[src/rtl/reaction_stats_pkg.sv]
// Shared types and constants for the reaction-timer statistics block.
package reaction_stats_pkg;

  localparam int unsigned CNT_W = 16;

  typedef enum logic [1:0] {
    ST_IDLE   = 2'd0,
    ST_LATCH  = 2'd1,
    ST_UPDATE = 2'd2,
    ST_REPORT = 2'd3
  } state_e;

  localparam logic [1:0] DISP_LAST = 2'd0;
  localparam logic [1:0] DISP_BEST = 2'd1;
  localparam logic [1:0] DISP_AVG  = 2'd2;
  localparam logic [1:0] DISP_CNT  = 2'd3;

  localparam logic [CNT_W-1:0] ATTEMPT_MAX = 16'd9999;

  // Attempt counter increment that holds at the 4-digit display limit.
  function automatic logic [CNT_W-1:0] sat_inc(input logic [CNT_W-1:0] v);
    return (v >= ATTEMPT_MAX) ? ATTEMPT_MAX : v + CNT_W'(1);
  endfunction

endpackage

[src/rtl/reaction_stats_avg.sv]
// Rolling average over the most recent DEPTH valid attempts.
module rolling_avg
  import reaction_stats_pkg::*;
#(
  parameter int unsigned DEPTH = 4
) (
  input  logic             clk,
  input  logic             reset,
  input  logic             clear_i,
  input  logic             wr_en_i,
  input  logic [CNT_W-1:0] data_i,
  output logic [CNT_W-1:0] avg_o,
  output logic             avg_valid_o
);

  localparam int unsigned PTR_W = $clog2(DEPTH);
  localparam int unsigned SUM_W = CNT_W + PTR_W;
  localparam int unsigned NV_W  = PTR_W + 1;

  logic [CNT_W-1:0] hist_q [DEPTH];
  logic [PTR_W-1:0] wr_ptr_q, wr_ptr_d;
  logic [SUM_W-1:0] sum_q, sum_d;
  logic [NV_W-1:0]  n_valid_q, n_valid_d;
  logic [CNT_W-1:0] avg_q, avg_d;
  logic             avg_valid_q, avg_valid_d;

  // Replace the oldest sample in the running sum and advance the write slot.
  always_comb begin
    sum_d     = sum_q;
    wr_ptr_d  = wr_ptr_q;
    n_valid_d = n_valid_q;
    if (wr_en_i) begin
      sum_d     = sum_q - SUM_W'(hist_q[wr_ptr_q]) + SUM_W'(data_i);
      wr_ptr_d  = wr_ptr_q + PTR_W'(1);
      n_valid_d = (n_valid_q == NV_W'(DEPTH)) ? n_valid_q : n_valid_q + NV_W'(1);
    end
    avg_d       = CNT_W'(sum_d >> PTR_W);
    avg_valid_d = (n_valid_d == NV_W'(DEPTH));
  end

  // History, pointer, sum and averaged result registers.
  always_ff @(posedge clk) begin
    if (reset || clear_i) begin
      for (int i = 0; i < int'(DEPTH); i++) hist_q[i] <= '0;
      wr_ptr_q    <= '0;
      sum_q       <= '0;
      n_valid_q   <= '0;
      avg_q       <= '0;
      avg_valid_q <= 1'b0;
    end else begin
      if (wr_en_i) hist_q[wr_ptr_q] <= data_i;
      wr_ptr_q    <= wr_ptr_d;
      sum_q       <= sum_d;
      n_valid_q   <= n_valid_d;
      avg_q       <= avg_d;
      avg_valid_q <= avg_valid_d;
    end
  end

  assign avg_o       = avg_q;
  assign avg_valid_o = avg_valid_q;

endmodule

[src/rtl/reaction_stats.sv]
// Reaction-time statistics: classify each finished run, track last/best/average.
module reaction_stats
  import reaction_stats_pkg::*;
#(
  parameter int unsigned      DEPTH     = 4,
  parameter logic [CNT_W-1:0] MIN_VALID = 16'd100,
  parameter logic [CNT_W-1:0] SAT_VALUE = 16'hFFFF
) (
  input  logic             clk,
  input  logic             reset,
  input  logic             stop,
  input  logic [CNT_W-1:0] count_in,
  input  logic             clear,
  input  logic [1:0]       disp_sel,
  output logic [CNT_W-1:0] disp_out,
  output logic             best_valid,
  output logic             avg_valid,
  output logic             new_best,
  output logic             rejected,
  output logic             done,
  output logic             busy
);

  state_e           state_q, state_d;
  logic [CNT_W-1:0] cap_q, cap_d;
  logic             rej_q, rej_d;
  logic             nb_q, nb_d;
  logic [CNT_W-1:0] last_q, last_d;
  logic [CNT_W-1:0] best_q, best_d;
  logic             best_valid_q, best_valid_d;
  logic [CNT_W-1:0] att_q, att_d;
  logic             done_q, done_d;
  logic             new_best_q, new_best_d;
  logic             rejected_q, rejected_d;
  logic             busy_q, busy_d;
  logic [CNT_W-1:0] disp_q, disp_d;
  logic             wr_en_c;
  logic [CNT_W-1:0] avg_c;
  logic             avg_valid_c;

  rolling_avg #(.DEPTH(DEPTH)) u_avg (
    .clk         (clk),
    .reset       (reset),
    .clear_i     (clear),
    .wr_en_i     (wr_en_c),
    .data_i      (cap_q),
    .avg_o       (avg_c),
    .avg_valid_o (avg_valid_c)
  );

  // Next-state, statistics update and registered pulse/display values.
  always_comb begin
    state_d      = state_q;
    cap_d        = cap_q;
    rej_d        = rej_q;
    nb_d         = nb_q;
    last_d       = last_q;
    best_d       = best_q;
    best_valid_d = best_valid_q;
    att_d        = att_q;
    wr_en_c      = 1'b0;

    case (state_q)
      ST_IDLE: begin
        // busy_q still covers the done cycle, so a stop there is dropped.
        if (stop && !busy_q) begin
          cap_d   = count_in;
          state_d = ST_LATCH;
        end
      end
      ST_LATCH: begin
        rej_d   = (cap_q < MIN_VALID) || (cap_q == SAT_VALUE);
        nb_d    = 1'b0;
        state_d = ST_UPDATE;
      end
      ST_UPDATE: begin
        last_d = cap_q;
        att_d  = sat_inc(att_q);
        if (!rej_q) begin
          wr_en_c      = 1'b1;
          best_valid_d = 1'b1;
          if (cap_q < best_q) begin
            best_d = cap_q;
            nb_d   = 1'b1;
          end
        end
        state_d = ST_REPORT;
      end
      ST_REPORT: state_d = ST_IDLE;
      default:   state_d = ST_IDLE;
    endcase

    done_d     = (state_q == ST_REPORT);
    new_best_d = (state_q == ST_REPORT) && nb_q;
    rejected_d = (state_q == ST_REPORT) && rej_q;
    busy_d     = (state_d != ST_IDLE) || (state_q == ST_REPORT);

    case (disp_sel)
      DISP_LAST: disp_d = last_q;
      DISP_BEST: disp_d = best_valid_q ? best_q : '0;
      DISP_AVG:  disp_d = avg_valid_c ? avg_c : '0;
      DISP_CNT:  disp_d = att_q;
      default:   disp_d = '0;
    endcase
  end

  // State and output registers; clear acts exactly like reset.
  always_ff @(posedge clk) begin
    if (reset || clear) begin
      state_q      <= ST_IDLE;
      cap_q        <= '0;
      rej_q        <= 1'b0;
      nb_q         <= 1'b0;
      last_q       <= '0;
      best_q       <= 16'hFFFF;
      best_valid_q <= 1'b0;
      att_q        <= '0;
      done_q       <= 1'b0;
      new_best_q   <= 1'b0;
      rejected_q   <= 1'b0;
      busy_q       <= 1'b0;
      disp_q       <= '0;
    end else begin
      state_q      <= state_d;
      cap_q        <= cap_d;
      rej_q        <= rej_d;
      nb_q         <= nb_d;
      last_q       <= last_d;
      best_q       <= best_d;
      best_valid_q <= best_valid_d;
      att_q        <= att_d;
      done_q       <= done_d;
      new_best_q   <= new_best_d;
      rejected_q   <= rejected_d;
      busy_q       <= busy_d;
      disp_q       <= disp_d;
    end
  end

  assign disp_out   = disp_q;
  assign best_valid = best_valid_q;
  assign avg_valid  = avg_valid_c;
  assign new_best   = new_best_q;
  assign rejected   = rejected_q;
  assign done       = done_q;
  assign busy       = busy_q;

endmodule

[config.mk]
export PLATFORM = sky130hd
export DESIGN_NAME = reaction_stats
export DESIGN_NICKNAME = d
export VERILOG_FILES = /design/src/rtl/reaction_stats_pkg.sv /design/src/rtl/reaction_stats_avg.sv /design/src/rtl/reaction_stats.sv
export SDC_FILE = /design/constraint.sdc
export NUM_CORES = 1
export LEC_CHECK = 0
export BUFFER_PORTS_ARGS = -buffer_cell sky130_fd_sc_hd__buf_2
export CORE_MARGIN = 5
export CORE_UTILIZATION = 55
export DETAILED_ROUTE_END_ITERATION = 7
export PLACE_DENSITY = 0.73
export SYNTH_ARGS = -nofsm -noshare
export SYNTH_HDL_FRONTEND = slang
export SYNTH_SLANG_ARGS = --single-unit
[constraint.sdc]
create_clock -name clk -period 4.6 [get_ports clk]
set_input_delay 0.92 -clock clk [delete_from_list [all_inputs] [get_ports clk]]
set_output_delay 0.92 -clock clk [all_outputs]
set_load 0.005 [all_outputs]
==> metrics.csv <==
metric,value,unit
synth_warnings,0,
fp-row-count,47,
cts_hold_buf,0,
p_int,2540,uW
fin_skew,11.8,ps
grt_pass1_wl,37.3,mm
wirelength,22.9,mm
power_frac_seq,50.0,%
end_kind,flop,
gp_congestion,0.917,
finalSetupViolCount,0,
synth_area_leaders,"dfxtp_1, edfxtp_1, ha_1",
ys_types,58,
synth_top_area_share,24.8,%
drv_slew,0,
wl_per_cell,18.4,um
dieArea,19600,um^2
sw_frac_of_total,25.2,%
cts_buffer_depth,2,
placed_cells,1211,
antennaDiodeCount,0,
hold_class,reg2reg,
run_status,"finished, final reports clean",
start_util,55.9,%
post_cts_resized,0,
powerDensity,333,nW/um^2
portBuffers,43,
firstDrtPassIters,5,
ff2ff_setup_slack,850,ps
max_freq,266,MHz
drive_gt1_share,11.2,%
p_sw,856,uW
reg2reg_depth,10,
worstPathCellList,mux4_2 > fa_1 > inv_1 > ha_1 > a211oi_2 > o21ai_1 > o22a_1 > a211oi_1 > nor3_1 > a221o_1,
leakagePower,0.00422,uW
synth_top_area_cell,dfxtp_1,
slowest_stage,dfxtp_1,
viasPerCell,5.78,
cp.arrival,4070,ps
cp_top_family,compound AO/OA/AOI/OAI gates,
vdd_drop_max,0.000258,V
ys_seq_elements,179,
top_usage_layer,met2,
period_share,81.6,%
required,4920,ps
final_nets,1088,
grt_usage,24.1,%
async_flop_share,0,%
postSynthNetCount,1064,
drtIter0Drc,553,
coreArea,16600,um^2
ys.flop_type,dfxtp_1,
maxCapViolCount,0,
cts_sinks,179,
fillers,1449,
gr-usage-met3,4.39,%
grt-ovfl-total,0,
maxSlewHeadroom,34.8,%
fin_crit,3750,ps
grtUsageMet1,32.9,%
synth_cells,986,
hold_viol,0,
synth_area_per_cell,9.41,um^2
grt_max_degree,65,
die_h,140,um
first_global_vias,6986,
cts_htree_levels,4,
combPwrFrac,10.7,%
critical_path_class,reg2reg,
synth_area,9280,um^2
insertion_delay,430,ps
cts-buffers-inserted,17,
ioPinCount,44,
clkTransAtPathRegs,60,ps
power_frac_clock,39.3,%
synth-edff-count,64,
post_cts_buffers,0,
rsz0062_at_grt,no,
dieWidth,140,um
area_delta_synth_final,9.99,%
use_met2,38.5,%
crit_path_end,u_avg.avg_o[11]$_SDFFE_PP0P_,
instances_no_fill,1242,
final.setup.tns,0,ps
slowest_delay,830,ps
antenna_found_initial,0,
tightest_slew,978,ps
startpoint_type,flop,
cts_root_buf,clkbuf_16,
ys_seq_area_share,45.5,%
r2r-end,u_avg.avg_o[11]$_SDFFE_PP0P_,
routed-via-count,7182,
drc_errors,0,
cts_tree,yes,
cp.depth,10,
cp_max_fo,16,
cp_num_buf_inv,1,
ant_nets,0,
dp_hpwl,16.5,mm
-- synthesized netlist by cell type, types with 2 or more instances --
master and n:
a21o_1 12, mux4_2 16, o311ai_0 2, or3_1 2
a221o_1 2, mux2i_1 18, o211ai_1 17, nor3_1 14
o21ai_1 6, fa_1 16, dfxtp_1 115, clkbuf_1 39
a311oi_1 16, nor2_1 104, buf_2 8, a211oi_1 24
o21ai_0 35, nor2b_1 20, a21oi_1 69, o21a_1 7
a2111oi_4 2, ha_1 40, xnor2_1 10, a41oi_1 2
a2111o_1 2, and2_1 7, and3_1 14, nand2_1 105
nand2b_1 7, nor4_1 17, xor2_1 10, a211o_1 2
a31oi_1 4, inv_1 104, nand3_1 18, buf_1 6
edfxtp_1 64, nand4_1 10
-- tightest hold or removal path, stage by stage (launching register included) --
cell,delay (ps)
dfxtp_1,310
nand2_1,50
a21oi_1,60
-- power by group through the flow --
stage	logic, uW	registers, uW	clock network (uW)
floorplan	266	1720	0
global placement	353	1730	0
detailed placement	355	1740	0
CTS	358	1700	1340
global route	402	1700	1420
finish	362	1700	1340
-- cell families (layout without fill, tap and decap cells) --
logic type / Yosys count / count (layout) / synth area share [%]
adders and majority gates: 56 / 56 / 8.85
AOI/OAI and AO/OA: 213 / 213 / 15.3
buffers and inverters: 158 / 194 / 6.54
xor gates and xnor gates: 20 / 20 / 1.89
DFF: 179 / 179 / 45.5
and+or+nand+nor: 326 / 326 / 16.0
muxes: 34 / 34 / 5.83
-- how the worst min path moves through the flow --
stage | slack [ps] | cells past startpoint | end | startpoint
final | 470 | 2 | u_avg.sum_q[0]$_SDFFE_PP0P_ | u_avg.sum_q[0]$_SDFFE_PP0P_
after global routing | 480 | 2 | u_avg.sum_q[0]$_SDFFE_PP0P_ | u_avg.sum_q[0]$_SDFFE_PP0P_
after CTS | 460 | 2 | u_avg.sum_q[0]$_SDFFE_PP0P_ | u_avg.sum_q[0]$_SDFFE_PP0P_
after detailed placement | 460 | 2 | u_avg.sum_q[0]$_SDFFE_PP0P_ | u_avg.sum_q[0]$_SDFFE_PP0P_
after global placement | 440 | 2 | u_avg.sum_q[0]$_SDFFE_PP0P_ | u_avg.sum_q[0]$_SDFFE_PP0P_
after floorplan | 440 | 2 | u_avg.sum_q[0]$_SDFFE_PP0P_ | u_avg.sum_q[0]$_SDFFE_PP0P_
-- routing by layer --
layer  vias up  part of all wire, %
li1       3487                    -
met1      3423                   44
met2       227                   47
met3        45                  6.5
met4         0                  2.5
met5         -                    0
-- per-stage QoR --
stage	hold slack [ps]	instance area (um^2)	total power, uW	utilization, %	setup WS, ps
after detailed placement	456	9670	2090	58.3	915
final	466	10200	3400	61.5	846
after CTS	465	10200	3400	61.5	888
after floorplan	436	9280	1990	-	1020
after global routing	481	10200	3530	61.5	625
after global placement	443	9670	2090	58.3	970
-- cells in the final DEF (no fill, tap or decap), types with 4 or more instances in the layout --
cell,count
o211ai_1,17
nor4_1,17
clkinv_2,4
a31oi_1,4
xor2_1,10
mux2i_1,18
o21ai_0,32
nor3_1,14
o21ai_1,9
a21oi_1,69
edfxtp_1,64
buf_4,16
a21o_1,12
and3_1,14
nand2b_1,7
fa_1,16
o21a_1,7
mux4_2,16
a311oi_1,16
and2_1,7
ha_1,40
nand3_1,18
buf_2,43
a211oi_1,24
nand2_1,105
nor2b_1,20
xnor2_1,10
nand4_1,10
nor2_1,103
dfxtp_1,115
inv_1,105
clkbuf_16,18
-- sequential cells by signal, summed over array words and instances (netlist names), 2 cells and up, named ones only --
| register | flops |
|---|---|
| u_avg.hist_q | 64 |
| att_q | 16 |
| best_q | 16 |
| cap_q | 16 |
| disp_out | 16 |
| last_q | 16 |
| u_avg.avg_o | 16 |
| u_avg.n_valid_q | 3 |
| state_q | 2 |
| u_avg.sum_q | 2 |
| u_avg.wr_ptr_q | 2 |
-- layout make-up --
cell class                 count  area (um^2)  area share (%)
timing repair buffer          59          335            3.29
sequential                   179         4220            41.4
clock inverter                 9         53.8           0.527
inverter                     104          390            3.83
tap                          220          275            2.70
clock buffer                  22          477            4.67
multi-input combinational    649         4450            43.6
(Power assumes the default switching activity.)
